===== src/rtl/uart_pkg.sv =====
// Shared UART definitions: frame states and line-level constants.
// Intended for reuse by both the transmit streamer and a future receive stage.
package uart_pkg;

    typedef enum logic [1:0] {
        IDLE  = 2'd0,
        START = 2'd1,
        DATA  = 2'd2,
        STOP  = 2'd3
    } uart_state_t;

    localparam logic START_BIT  = 1'b0;
    localparam logic STOP_BIT   = 1'b1;
    localparam int   DATA_BITS  = 8;
    localparam int   FRAME_BITS = 10;

endpackage


===== src/rtl/uart_baud_cnt.sv =====
// Bit-period counter: tick marks the last clock of each CLKS_PER_BIT-long bit.
// clr holds the count at zero so the next bit starts on a clean boundary.
module uart_baud_cnt #(
    parameter int CLKS_PER_BIT = 87
) (
    input  logic clk,
    input  logic reset,
    input  logic clr,
    output logic tick
);

    localparam int            CW   = (CLKS_PER_BIT > 1) ? $clog2(CLKS_PER_BIT) : 1;
    localparam logic [CW-1:0] LAST = CW'(CLKS_PER_BIT - 1);

    logic [CW-1:0] cnt_q;
    logic [CW-1:0] cnt_d;

    assign tick = (cnt_q == LAST);

    always_comb begin
        cnt_d = cnt_q + 1'b1;
        if (clr || tick) begin
            cnt_d = '0;
        end
    end

    always_ff @(posedge clk) begin
        if (reset) begin
            cnt_q <= '0;
        end else begin
            cnt_q <= cnt_d;
        end
    end

endmodule


===== src/rtl/uo_uart_streamer.sv =====
// Serialises the observed output byte as UART 8N1 whenever it changes or on request.
// A single latest-value buffer decouples triggers from frames; lost bytes are counted.
import uart_pkg::*;

module uo_uart_streamer #(
    parameter int CLKS_PER_BIT = 87,
    parameter int OVF_W        = 4
) (
    input  logic             clk,
    input  logic             reset,
    input  logic [7:0]       data_in,
    input  logic             send_on_change,
    input  logic             force_send,
    output logic             tx,
    output logic             busy,
    output logic             pend_valid,
    output logic [OVF_W-1:0] ovf_cnt
);

    uart_state_t      state_q, state_d;
    logic [7:0]       last_q, last_d;
    logic [7:0]       pend_data_q, pend_data_d;
    logic             pend_valid_q, pend_valid_d;
    logic [OVF_W-1:0] ovf_cnt_q, ovf_cnt_d;
    logic [7:0]       shift_q, shift_d;
    logic [2:0]       bit_idx_q, bit_idx_d;
    logic             tx_q, tx_d;
    logic             tick;
    logic             trigger;
    logic             consume;

    uart_baud_cnt #(
        .CLKS_PER_BIT(CLKS_PER_BIT)
    ) u_baud (
        .clk  (clk),
        .reset(reset),
        .clr  (state_q == IDLE),
        .tick (tick)
    );

    always_comb begin
        last_d       = data_in;
        trigger      = force_send | (send_on_change & (data_in != last_q));
        consume      = (state_q == IDLE) & pend_valid_q;
        state_d      = state_q;
        shift_d      = shift_q;
        bit_idx_d    = bit_idx_q;
        tx_d         = tx_q;
        pend_data_d  = pend_data_q;
        pend_valid_d = pend_valid_q;
        ovf_cnt_d    = ovf_cnt_q;

        // A new trigger beats a same-cycle consume, and that case is not an overwrite.
        if (trigger) begin
            pend_data_d  = data_in;
            pend_valid_d = 1'b1;
            if (pend_valid_q && !consume && (ovf_cnt_q != '1)) begin
                ovf_cnt_d = ovf_cnt_q + 1'b1;
            end
        end else if (consume) begin
            pend_valid_d = 1'b0;
        end

        case (state_q)
            IDLE: begin
                if (pend_valid_q) begin
                    state_d = START;
                    shift_d = pend_data_q;
                    tx_d    = START_BIT;
                end
            end
            START: begin
                if (tick) begin
                    state_d   = DATA;
                    bit_idx_d = '0;
                    tx_d      = shift_q[0];
                end
            end
            DATA: begin
                if (tick) begin
                    if (bit_idx_q == 3'(DATA_BITS - 1)) begin
                        state_d = STOP;
                        tx_d    = STOP_BIT;
                    end else begin
                        shift_d   = shift_q >> 1;
                        tx_d      = shift_q[1];
                        bit_idx_d = bit_idx_q + 1'b1;
                    end
                end
            end
            STOP: begin
                if (tick) begin
                    state_d = IDLE;
                end
            end
            default: state_d = IDLE;
        endcase
    end

    always_ff @(posedge clk) begin
        if (reset) begin
            state_q      <= IDLE;
            last_q       <= 8'h00;
            pend_data_q  <= 8'h00;
            pend_valid_q <= 1'b0;
            ovf_cnt_q    <= '0;
            shift_q      <= 8'h00;
            bit_idx_q    <= '0;
            tx_q         <= STOP_BIT;
        end else begin
            state_q      <= state_d;
            last_q       <= last_d;
            pend_data_q  <= pend_data_d;
            pend_valid_q <= pend_valid_d;
            ovf_cnt_q    <= ovf_cnt_d;
            shift_q      <= shift_d;
            bit_idx_q    <= bit_idx_d;
            tx_q         <= tx_d;
        end
    end

    assign tx         = tx_q;
    assign busy       = (state_q != IDLE);
    assign pend_valid = pend_valid_q;
    assign ovf_cnt    = ovf_cnt_q;

endmodule

===== config.mk =====
export PLATFORM = sky130hd
export DESIGN_NAME = uo_uart_streamer
export DESIGN_NICKNAME = d
export VERILOG_FILES = /design/src/rtl/uart_pkg.sv /design/src/rtl/uart_baud_cnt.sv /design/src/rtl/uo_uart_streamer.sv
export SDC_FILE = /design/constraint.sdc
export NUM_CORES = 1
export LEC_CHECK = 0
export ABC_AREA = 1
export ABC_CLOCK_PERIOD_IN_PS = 2100
export BUFFER_PORTS_ARGS = -buffer_cell sky130_fd_sc_hd__buf_2
export CORE_MARGIN = 10
export CORE_UTILIZATION = 45
export DETAILED_ROUTE_END_ITERATION = 10
export GPL_ROUTABILITY_DRIVEN = 0
export HOLD_SLACK_MARGIN = 0.15
export PLACE_DENSITY_LB_ADDON = 0.1
export SYNTH_ARGS = -nofsm -noshare
export SYNTH_HDL_FRONTEND = slang
export SYNTH_HIERARCHICAL = 1
export SYNTH_SLANG_ARGS = --single-unit

===== constraint.sdc =====
create_clock -name clk -period 2.1 [get_ports clk]
set_input_delay 0.105 -clock clk [delete_from_list [all_inputs] [get_ports clk]]
set_output_delay 0.105 -clock clk [all_outputs]
set_load 0.05 [all_outputs]

==> results of run 1 <==
[worst max-delay path by stage]
stage                           from          to  slack [ns]  cells after the start
after floorplan           ovf_cnt[0]  ovf_cnt[2]        0.56                      8
after global placement    state_q[0]  shift_q[5]        0.33                      7
after detailed placement  state_q[0]  shift_q[5]        0.32                      7
after CTS                 state_q[0]  shift_q[5]        0.27                      7
after global routing      state_q[0]  shift_q[4]        0.03                      7
final                     state_q[0]  shift_q[5]        0.28                      7
[report_power, final]
part	switching, uW	internal (uW)	leakage, uW
Combinational	428	213	0.000660
Sequential	64.1	905	0.000346
Clock	255	332	0.0000575
Total	748	1450	0.00106
[synthesized netlist by cell type, drive strengths merged]
library cell and count:
nor2 46, a211oi 1, ha 9, nand2 66
dfxtp 42, inv 38, nor3 1, a22oi 1
or2 1, xnor2 3, a21oi 10, nand3 11
o311ai 1, o2111ai 1, o21ai 20, a31oi 7
buf 3, xor2 2, clkbuf 3, o21bai 1
[state kept, by name (all words and copies together) (netlist names)]
register	flops
bit_idx_q	3
last_q	8
ovf_cnt	4
pend_data_q	8
pend_valid	1
shift_q	8
state_q	2
tx	1
u_baud/cnt_q	7
[layer usage]
layer,vias to the layer above,share of wire,track usage
met4,0,0.0065,0.0314
met3,2,0.023,0.0284
met1,702,0.51,0.130
li1,893,-,-
met5,-,0,0
met2,13,0.46,0.180
[per-stage QoR]
stage          total power (uW)   util  area [um2]  instances  setup slack, ns
3_3_place_gp               1620  0.507        2070        330            0.331
3_5_place_dp               1620  0.507        2070        330            0.319
2_1_floorplan              1490      -        1950        267            0.558
5_1_grt                    2370  0.553        2260        346           0.0318
4_1_cts                    2230  0.553        2260        346            0.265
6_report                   2200  0.553        2260        346            0.276
[cell families after synthesis]
group / count (synthesis) / synth area share
fa+ha+maj: 9 / 0.0578
compound gates: 42 / 0.128
xor+xnor: 5 / 0.0225
flops: 42 / 0.431
simple gates: 125 / 0.267
buf+inv: 44 / 0.0931
[cell type report]
class	count	area (um2)	area share
timing repair buffer	27	178	0.0786
tap	50	62.6	0.0277
inverter	38	143	0.0631
clock buffer	8	110	0.0487
multi-input combinational	181	927	0.410
sequential	42	841	0.372
[cell usage in the layout, fill, tap and decap left out, types with 8 or more instances in the layout]
master / synthesis / final
dfxtp_1: 42 / 42
a21oi_1: 8 / 8
nand2_1: 62 / 62
clkbuf_8: 0 / 8
nand3_1: 11 / 11
buf_2: 1 / 18
dlygate4sd3_1: 0 / 8
o21ai_0: 13 / 13
inv_1: 31 / 31
ha_1: 9 / 9
nor2_1: 45 / 45
[timing repair]
| item | in CTS | in global routing |
|---|---|---|
| endpoints found under the hold margin | 16 | 0 |
| setup endpoints to repair | 0 | 0 |
| setup buffers | 0 | 0 |
| gates resized for setup | 0 | 0 |
| hold buffers | 8 | 0 |
==> summary.md, run 1 <==
| Metric | Value |
|---|---|
| DR WL/cell | `10.6 um` |
| Cell chosen for the clock root | `clkbuf_8` |
| Vias in the first global route | `1534` |
| Syn Std Cell Area | `0.00195 mm2` |
| Peak VDD IR | `0.000468 V` |
| Via count | `between 1500 and 2000` |
| Initial core utilization | `0.477` |
| Status | `complete, no violations` |
| Core Box Area | `0.00409 mm2` |
| Die area | `0.00736 mm2` |
| Worst r2r path cells | `7` |
| Hold Crit Endpoint | `bit_idx_q[2]` |
| Max-slew violations | `0` |
| Worst-Margin Slew | `approximately 0.66 ns` |
| Number of DRC markers in iteration 0 | `96` |
| Share of cells above drive strength 1 | `0.149` |
| TritonRoute pass-1 iters | `4` |
| Post-synthesis net count | `~290` |
| CP bufs+invs | `2` |
| Worst path required time | `about 2.3 ns` |
| Min-delay src | `reset` |
| Syn Inst Count | `~270` |
| DRC viols | `0` |
| Period minus WS final | `1.82 ns` |
| Max transition margin | `0.562` |
| Maximum clock rate | `548 MHz` |
| CP startpoint kind | `register` |
| Max-cap viol count | `0` |
| RSZ-0062 raised after global routing | `false` |
| Dominant cell type by area after synthesis | `dfxtp_1` |
| Wire length of the first global-routing pass | `6660 um` |
| H-tree depth | `2` |
| Seq/Total Area, Yosys | `0.431` |
| Clk_skew | `a little over 0.006 ns` |
| Layout net count | `~320` |
| Antenna-violating nets left | `0` |
| R2R Path End | `shift_q[5]` |
| Setup-failing EPs final | `0` |
| DP HPWL | `2630 um` |
| Number of CTS-inserted buffers | `5` |
| R2r startpoint | `state_q[0]` |
| Worst hold slack | `0.201 ns` |
| Synth top area cells | `dfxtp_1, nand2_1, nor2_1` |
| Crit-path max cell delay | `0.47 ns` |
| Setup crit end kind | `register` |
| CP Data Arrival Time | `a little over 2 ns` |
| CTS tree | `yes` |
| R2r setup slk | `0.28 ns` |
| # rows | `23` |
| Initial antenna violation count | `0` |
| Leak pwr | `0.00106 uW` |
| DR vias/cell | `between 4 and 5` |
| YS warnings | `6` |
| Clock Latency Late Sink | `between 0.2 and 0.3 ns` |
| Pwr per Cell Area | `972 mW/mm2` |
| IO Port Bufs | `18` |
| CTS clk-pin slew, worst paths | `0.08 ns` |
| Die extent in x | `approximately 86 um` |
| CTS sink cnt | `42` |
| Total Wirelength | `3670 um` |
| Post-synth top area share | `0.431` |
| Area Overhead vs Synth | `16.0%` |
| Largest net degree at the start of global routing | `24` |
| Cell family with most CP delay | `adder cells` |
| Crit Path Max Fanout | `16` |
| IO Pins | `19` |
| Slowest cell on crit path | `ha_1` |
| Total grt overflow | `0` |
| Critical path class | `reg -> reg` |
| Total Neg Setup Slack | `0 ns` |
| # fillers | `a little over 400` |
| CTS max path bufs | `2` |
| Count of cell types in the netlist | `28` |
| #FFs+latches synth | `42` |
| Die Y | `roughly 86 um` |
| Ant. Diodes | `0` |
| CP cell instances | `inv_1, ha_1, nor2_1, nor3_4, buf_4, o21ai_0, a31oi_1` |
| WHS Path Cells | `2` |
| Mean post-synth cell area | `7.30 um2` |
| Fin crit share | `0.868` |
| Min-Delay Path Class | `in -> reg` |
| Hold Vio Cnt, Final | `0` |
| Gr usage total | `0.107` |
Power figures use the tool's default switching activity.
==> inputs of run 2 (changes only) <==
PLACE_DENSITY_LB_ADDON = 0.08   (was 0.1)
==> run 2 against run 1 <==
  * Clock power decreased by 8.3%
  * Sequential share of layout area increased by 0.31 points
  * Wire length increased by 3.7%
  * Largest power group unchanged
  * Fmax increased by 2.3%
  * Worst hold slack got worse by 0.028 ns
  * Critical path depth unchanged
  * Die area unchanged
  * Sequential cell count unchanged
  * Final area decreased by 0.83%
  * Global-route usage increased by 0.12 points
==> summary.md, run 2 (synthesis gave the netlist of run 1 again) <==
| Metric | Value |
|---|---|
| Hold Vio Cnt, Final | `0 (unchanged)` |
| Placed inst area | `0.00207 mm2 (unchanged)` |
| CP startpoint kind | `register` |
| CTS clk-pin slew, worst paths | `0.08 ns (about the same)` |
| Worst r2r path cells | `7 (unchanged)` |
| Slowest cell on crit path | `ha_1` |
| Total grt overflow | `0 (unchanged)` |
| Comb pwr share | `0.299 (+0.007)` |
| Clock Latency Late Sink | `0.29 ns (about the same)` |
| Largest net degree at the start of global routing | `24 (unchanged)` |
| Die area | `0.00736 mm2 (unchanged)` |
| Status | `complete, no violations` |
| Net Sw Frac | `0.357 (+0.0165)` |
| Area Overhead vs Synth | `15.0%` |
| Levels on crit path | `7 (unchanged)` |
| Int Pwr | `1380 uW (-4.6%)` |
| Sequential share of power | `0.451 (+0.010)` |
| TritonRoute pass-1 iters | `4 (unchanged)` |
| Pwr per Cell Area | `959 mW/mm2 (-1.3%)` |
| Gr usage total | `0.108 (+0.00116)` |
| Ant. Diodes | `0 (unchanged)` |
| Die extent in x | `85.8 um (unchanged)` |
| Max transition margin | `0.549 (-0.0137)` |
| Worst path required time | `2.32 ns (about the same)` |
| Total Neg Setup Slack | `0 ns (unchanged)` |
| Most frequent cells in the layout | `nand2_1, nor2_1, dfxtp_1, inv_1, buf_2` |
| Max-slew violations | `0 (unchanged)` |
| Fin crit share | `0.849 (-0.0193)` |
| CP Data Arrival Time | `2.00 ns (-0.03 ns)` |
| RSZ-0062 raised after global routing | `false` |
| Layout net count | `316 (unchanged)` |
| Core Box Area | `0.00409 mm2 (unchanged)` |
| Via count | `1649 (+2.4%)` |
| Largest registers | `last_q x8, pend_data_q x8, shift_q x8` |
| Setup bufs post-CTS | `0 (unchanged)` |
| Crit-path max cell delay | `0.45 ns (-0.02 ns)` |
| Min-Delay Path Class | `in -> reg` |
| IO Port Bufs | `18 (unchanged)` |
| Initial core utilization | `0.477 (unchanged)` |
| Clk_skew | `0.00720 ns (+0.00100 ns)` |
| DRC viols | `0 (unchanged)` |
| Setup crit start | `state_q[0]` |
| Antenna-violating nets left | `0 (unchanged)` |
| Placed Cells | `330 (unchanged)` |
| Maximum clock rate | `561 MHz (+2.3%)` |
| # fillers | `411 (+0.24%)` |
| Share of cells above drive strength 1 | `0.145 (-0.00338)` |
| DP HPWL | `2630 um (+0.13%)` |
| Setup-failing EPs final | `0 (unchanged)` |
| CTS max path bufs | `2 (unchanged)` |
| IO Pins | `19 (unchanged)` |
| R2R Path End | `shift_q[4]` |
| CP Capture Point | `shift_q[4]` |
| Cell chosen for the clock root | `clkbuf_8` |
| Period minus WS final | `1.78 ns (-0.0405 ns)` |
| Wire length of the first global-routing pass | `6660 um (unchanged)` |
| Crit Path Max Fanout | `16 (unchanged)` |
| Number of CTS-inserted buffers | `5 (unchanged)` |
| Peak VDD IR | `0.000438 V (-6.5%)` |
| Sw Pwr | `767 uW (+2.6%)` |
| CTS tree | `yes` |
| Final Non-Filler Cells | `346 (unchanged)` |
| DR WL/cell | `11.0 um (+3.7%)` |
| Vias in the first global route | `1603 (+4.5%)` |
| Clk pwr share | `0.250 (-0.017)` |
| R2r startpoint | `state_q[0]` |
| Leak pwr | `0.00105 uW (-0.87%)` |
| Total Wirelength | `3810 um (+3.7%)` |
| Most common cell after layout, fill and taps aside | `nand2_1` |
| CTS sink cnt | `42 (unchanged)` |
| # rows | `23 (unchanged)` |
| Critical path class | `reg -> reg` |
| Cell family with most CP delay | `adder cells` |
| Worst-Margin Slew | `0.676 ns (+0.0206 ns)` |
| Die Y | `85.8 um (unchanged)` |
| Finished Cell Area | `0.00224 mm2 (-0.83%)` |
| Setup crit end kind | `register` |
| CP cell instances | `inv_1, ha_1, nor2_1, nor3_4, buf_4, o21ai_0, a31oi_1` |
| Max-cap viol count | `0 (unchanged)` |
| CP bufs+invs | `2 (unchanged)` |
| H-tree depth | `2 (unchanged)` |
| DR vias/cell | `4.77 (+2.4%)` |
| Core Util, Final | `0.549 (-0.00459)` |
| Initial antenna violation count | `0 (unchanged)` |
| Number of DRC markers in iteration 0 | `54 (-44%)` |
| R2r setup slk | `0.32 ns (+0.04 ns)` |
## run 2: cell count changes in the layout (fill, tap and decap cells not counted)
cell | before | now
clkbuf_1 | 0 | 1
clkbuf_8 | 8 | 6
clkinv_2 | 0 | 1
## run 2: routing by layer
metal | vias up | track usage | part of all wire
li1 | 895 | - | -
met1 | 733 | 0.123 | 0.49
met2 | 14 | 0.187 | 0.47
met3 | 7 | 0.0274 | 0.023
met4 | 0 | 0.0449 | 0.016
met5 | - | 0 | 0
## run 2: cell type report
type / instances / area [um2] / share of cell area
clock inverter: 1 / 5.00 / 0.00223
timing repair buffer: 27 / 178 / 0.0792
clock buffer: 7 / 86.3 / 0.0385
tap: 50 / 62.6 / 0.0279
inverter: 38 / 143 / 0.0636
multi-input combinational: 181 / 927 / 0.414
sequential: 42 / 841 / 0.375
## run 2: repair_timing
item / CTS / global route
hold buffers: 8 / 0
hold endpoints to repair: 16 / 0
gates resized for setup: 0 / 0
## run 2: stage by stage
stage | total power, uW | hold WS (ns) | setup slack, ns
2_1_floorplan | 1490 | 0.174 | 0.558
3_3_place_gp | 1620 | 0.348 | 0.370
4_1_cts | 2180 | 0.189 | 0.288
3_5_place_dp | 1630 | 0.351 | 0.317
5_1_grt | 2300 | 0.198 | 0.0384
6_report | 2150 | 0.173 | 0.317
## run 2: how the worst min path moves through the flow
stage | start | endpoint | slack, ns | depth (start not counted)
2_1_floorplan | reset | state_q[0] | 0.17 | 1
3_3_place_gp | data_in[0] | last_q[0] | 0.35 | 3
3_5_place_dp | data_in[3] | last_q[3] | 0.35 | 3
4_1_cts | reset | bit_idx_q[2] | 0.19 | 2
5_1_grt | reset | last_q[1] | 0.20 | 2
6_report | reset | bit_idx_q[2] | 0.17 | 2
## run 2: worst register-to-register path, cell delays in order (launching register included)
cell and delay (ns):
dfxtp_1 0.34, inv_1 0.09, ha_1 0.45, nor2_1 0.16
nor3_4 0.17, buf_4 0.22, o21ai_0 0.09, a31oi_1 0.19
## run 2: power by group through the flow
stage | registers (uW) | clock network, uW | logic, uW
floorplan | 1040 | 0 | 451
global placement | 988 | 0 | 630
detailed placement | 989 | 0 | 636
CTS | 972 | 558 | 650
global route | 985 | 581 | 730
finish | 970 | 538 | 642
==> inputs of run 3 (changes only) <==
ABC_CLOCK_PERIOD_IN_PS = 1430   (was 2100)
clock period = 1.43 ns   (was 2.1 ns; I/O delays follow)
==> run 3 against run 2 <==
  * The run now ends with setup timing left
  * Sequential share of layout area fell by 6.3 points
  * Worst hold slack got worse by 0.028 ns
  * Power grew 75%
  * Final area up 21%
  * Largest cell class unchanged
  * Critical path depth up 6
  * Largest power group is now combinational cells
==> summary.md, run 3 (synthesis gave the netlist of run 1 again) <==
| Metric | Value |
|---|---|
| Sw Pwr | `1370 uW (+79%)` |
| Min-Delay Path Class | `in -> reg` |
| Initial core utilization | `0.477 (unchanged)` |
| CTS max path bufs | `2 (unchanged)` |
| Gr usage total | `0.119 (+0.0109)` |
| Clk pwr share | `0.210 (-0.040)` |
| Max-cap viol count | `0 (unchanged)` |
| Number of CTS-inserted buffers | `5 (unchanged)` |
| Core Box Area | `0.00409 mm2 (unchanged)` |
| Pwr per Cell Area | `1380 mW/mm2 (+44%)` |
| Most frequent cells in the layout | `nand2_1, nor2_1, dfxtp_1, buf_4, inv_1` |
| Crit Path Max Fanout | `8 (-8)` |
| IO Port Bufs | `18 (unchanged)` |
| DP HPWL | `2890 um (+9.7%)` |
| CP Data Arrival Time | `1.82 ns (-0.18 ns)` |
| Max transition margin | `0.775 (+0.226)` |
| Period minus WS final | `1.61 ns (-0.176 ns)` |
| CTS tree | `yes` |
| Antenna-violating nets left | `0 (unchanged)` |
| Peak VDD IR | `0.000721 V (+65%)` |
| RSZ-0062 raised after global routing | `true` |
| Ant. Diodes | `0 (unchanged)` |
| Die Y | `85.8 um (unchanged)` |
| CTS clk-pin slew, worst paths | `0.08 ns (about the same)` |
| Met3 WL | `92 um (+3.4%)` |
| Max-slew violations | `0 (unchanged)` |
| Cell chosen for the clock root | `clkbuf_8` |
| DRC viols | `0 (unchanged)` |
| Worst r2r path cells | `13 (+6)` |
| Fin crit share | `1.12 (+0.275)` |
| Layout net count | `344 (+8.9%)` |
| Via count | `1829 (+11%)` |
| # rows | `23 (unchanged)` |
| Most common cell after layout, fill and taps aside | `nand2_1` |
| Worst-Margin Slew | `0.338 ns (-0.338 ns)` |
| Die area | `0.00736 mm2 (unchanged)` |
| CP startpoint kind | `register` |
| IO Pins | `19 (unchanged)` |
| Hold Crit Endpoint | `bit_idx_q[2]` |
| Leak pwr | `0.00125 uW (+18%)` |
| Clock Latency Late Sink | `0.29 ns (about the same)` |
| Status | `finished, violations left` |
| Met1 wire length | `2080 um (+11%)` |
| Total grt overflow | `0 (unchanged)` |
| CTS sink cnt | `42 (unchanged)` |
| R2r startpoint | `u_baud/cnt_q[0]` |
| Worst setup margin | `-0.177 ns (-0.494 ns)` |
| Setup crit end kind | `register` |
| Min-delay src | `reset` |
| Largest registers | `last_q x8, pend_data_q x8, shift_q x8` |
| R2R Path End | `shift_q[6]` |
| Initial antenna violation count | `0 (unchanged)` |
| DR WL/cell | `12.2 um (+11%)` |
| Sequential share of power | `0.384 (-0.067)` |
| Number of DRC markers in iteration 0 | `54 (unchanged)` |
| DR vias/cell | `4.89 (+2.6%)` |
| Wire length of the first global-routing pass | `7470 um (+12%)` |
| Die extent in x | `85.8 um (unchanged)` |
| Hold Vio Cnt, Final | `0 (unchanged)` |
| Total Wirelength | `4570 um (+20%)` |
| WHS Path Cells | `2 (unchanged)` |
| Int Pwr | `2390 uW (+73%)` |
| Finished Cell Area | `0.00272 mm2 (+21%)` |
| Area Overhead vs Synth | `39.7%` |
| Total Neg Setup Slack | `-1.53 ns (-1.53 ns)` |
| Share of cells above drive strength 1 | `0.358 (+0.213)` |
| Worst path required time | `1.65 ns (-0.67 ns)` |
| Largest net degree at the start of global routing | `19 (-21%)` |
| Maximum clock rate | `622 MHz (+11%)` |
| R2r setup slk | `-0.18 ns (-0.49 ns)` |
| Wire length on met2 | `2370 um (+33%)` |
| Comb pwr share | `0.406 (+0.107)` |
| H-tree depth | `2 (unchanged)` |
| Net Sw Frac | `0.364 (+0.00776)` |
| Clk_skew | `0.00780 ns (+0.000601 ns)` |
| # fillers | `367 (-11%)` |
| Placed inst area | `0.00226 mm2 (+9.1%)` |
| Critical path class | `reg -> reg` |
| Failing checks | `setup timing` |
| Setup-failing EPs final | `13 (+13)` |
| Max layer used | `met4` |
| Vias in the first global route | `1799 (+12%)` |
| TritonRoute pass-1 iters | `4 (unchanged)` |
## run 3: changes by cell type in the layout (fill, tap and decap cells not counted), moves of 5 or more
cell	before	now
o21ai_0	13	3
ha_1	9	4
inv_1	31	23
buf_4	1	25
nand2_1	62	55
dfxtp_2	0	7
dfxtp_1	42	35
o21ai_2	1	8
inv_2	7	12
## run 3: area by class of cell
type	count	area [um2]	share of cell area
Timing Repair Buffer	54	417	0.153
Sequential cell	42	850	0.312
Inverter	38	153	0.0561
Multi-Input combinational cell	182	1150	0.422
Clock inverter	1	5.00	0.00184
Clock buffer	7	86.3	0.0317
Tap cell	50	62.6	0.0230
## run 3: how the worst max path moves through the flow
stage | from | endpoint | slack, ns | cells after the start
finish | u_baud/cnt_q[0] | shift_q[6] | -0.18 | 13
CTS | u_baud/cnt_q[0] | shift_q[5] | -0.14 | 13
global route | u_baud/cnt_q[0] | shift_q[1] | -0.28 | 13
floorplan | u_baud/cnt_q[0] | shift_q[7] | -0.05 | 13
detailed placement | u_baud/cnt_q[0] | state_q[0] | -0.12 | 13
global placement | u_baud/cnt_q[0] | shift_q[5] | -0.08 | 13
## run 3: timing repair
action,4_1_cts,5_1_grt
pin swaps,2,8
setup buffers,6,1
hold endpoints to repair,16,0
gates cloned,1,1
hold buffers,8,0
endpoints found under the setup margin,17,35
gates resized for setup,15,58
## run 3: layer usage
| layer | GRT usage | up-vias |
|---|---|---|
| li1 | - | 954 |
| met1 | 0.134 | 857 |
| met2 | 0.216 | 14 |
| met3 | 0.0255 | 4 |
| met4 | 0.0389 | 0 |
| met5 | 0 | - |
## run 3: critical path: stages (launching register included)
cell     delay [ns]
dfxtp_2        0.33
inv_2          0.06
ha_4           0.11
nand2_2        0.05
inv_2          0.05
nand3_2        0.08
inv_2          0.08
inv_4          0.04
nand2_4        0.05
nand2_4        0.06
nor3_4         0.26
buf_12         0.17
o21ai_2        0.06
a31oi_2        0.13
## run 3: metrics by stage
| step | utilization | setup WS (ns) | hold WS, ns | power [uW] | std cells |
|---|---|---|---|---|---|
| after floorplan | - | -0.0526 | 0.141 | 2220 | 267 |
| after global placement | 0.553 | -0.0823 | 0.313 | 2590 | 351 |
| after detailed placement | 0.553 | -0.125 | 0.317 | 2600 | 351 |
| after CTS | 0.622 | -0.138 | 0.156 | 3640 | 374 |
| after global routing | 0.666 | -0.280 | 0.174 | 3970 | 374 |
| final | 0.666 | -0.177 | 0.144 | 3770 | 374 |
## run 3: power groups by stage
stage / Clock (uW) / Combinational (uW) / Sequential (uW)
after floorplan: 0 / 683 / 1530
after global placement: 0 / 1150 / 1440
after detailed placement: 0 / 1150 / 1440
after CTS: 812 / 1410 / 1420
after global routing: 838 / 1670 / 1460
final: 790 / 1530 / 1450
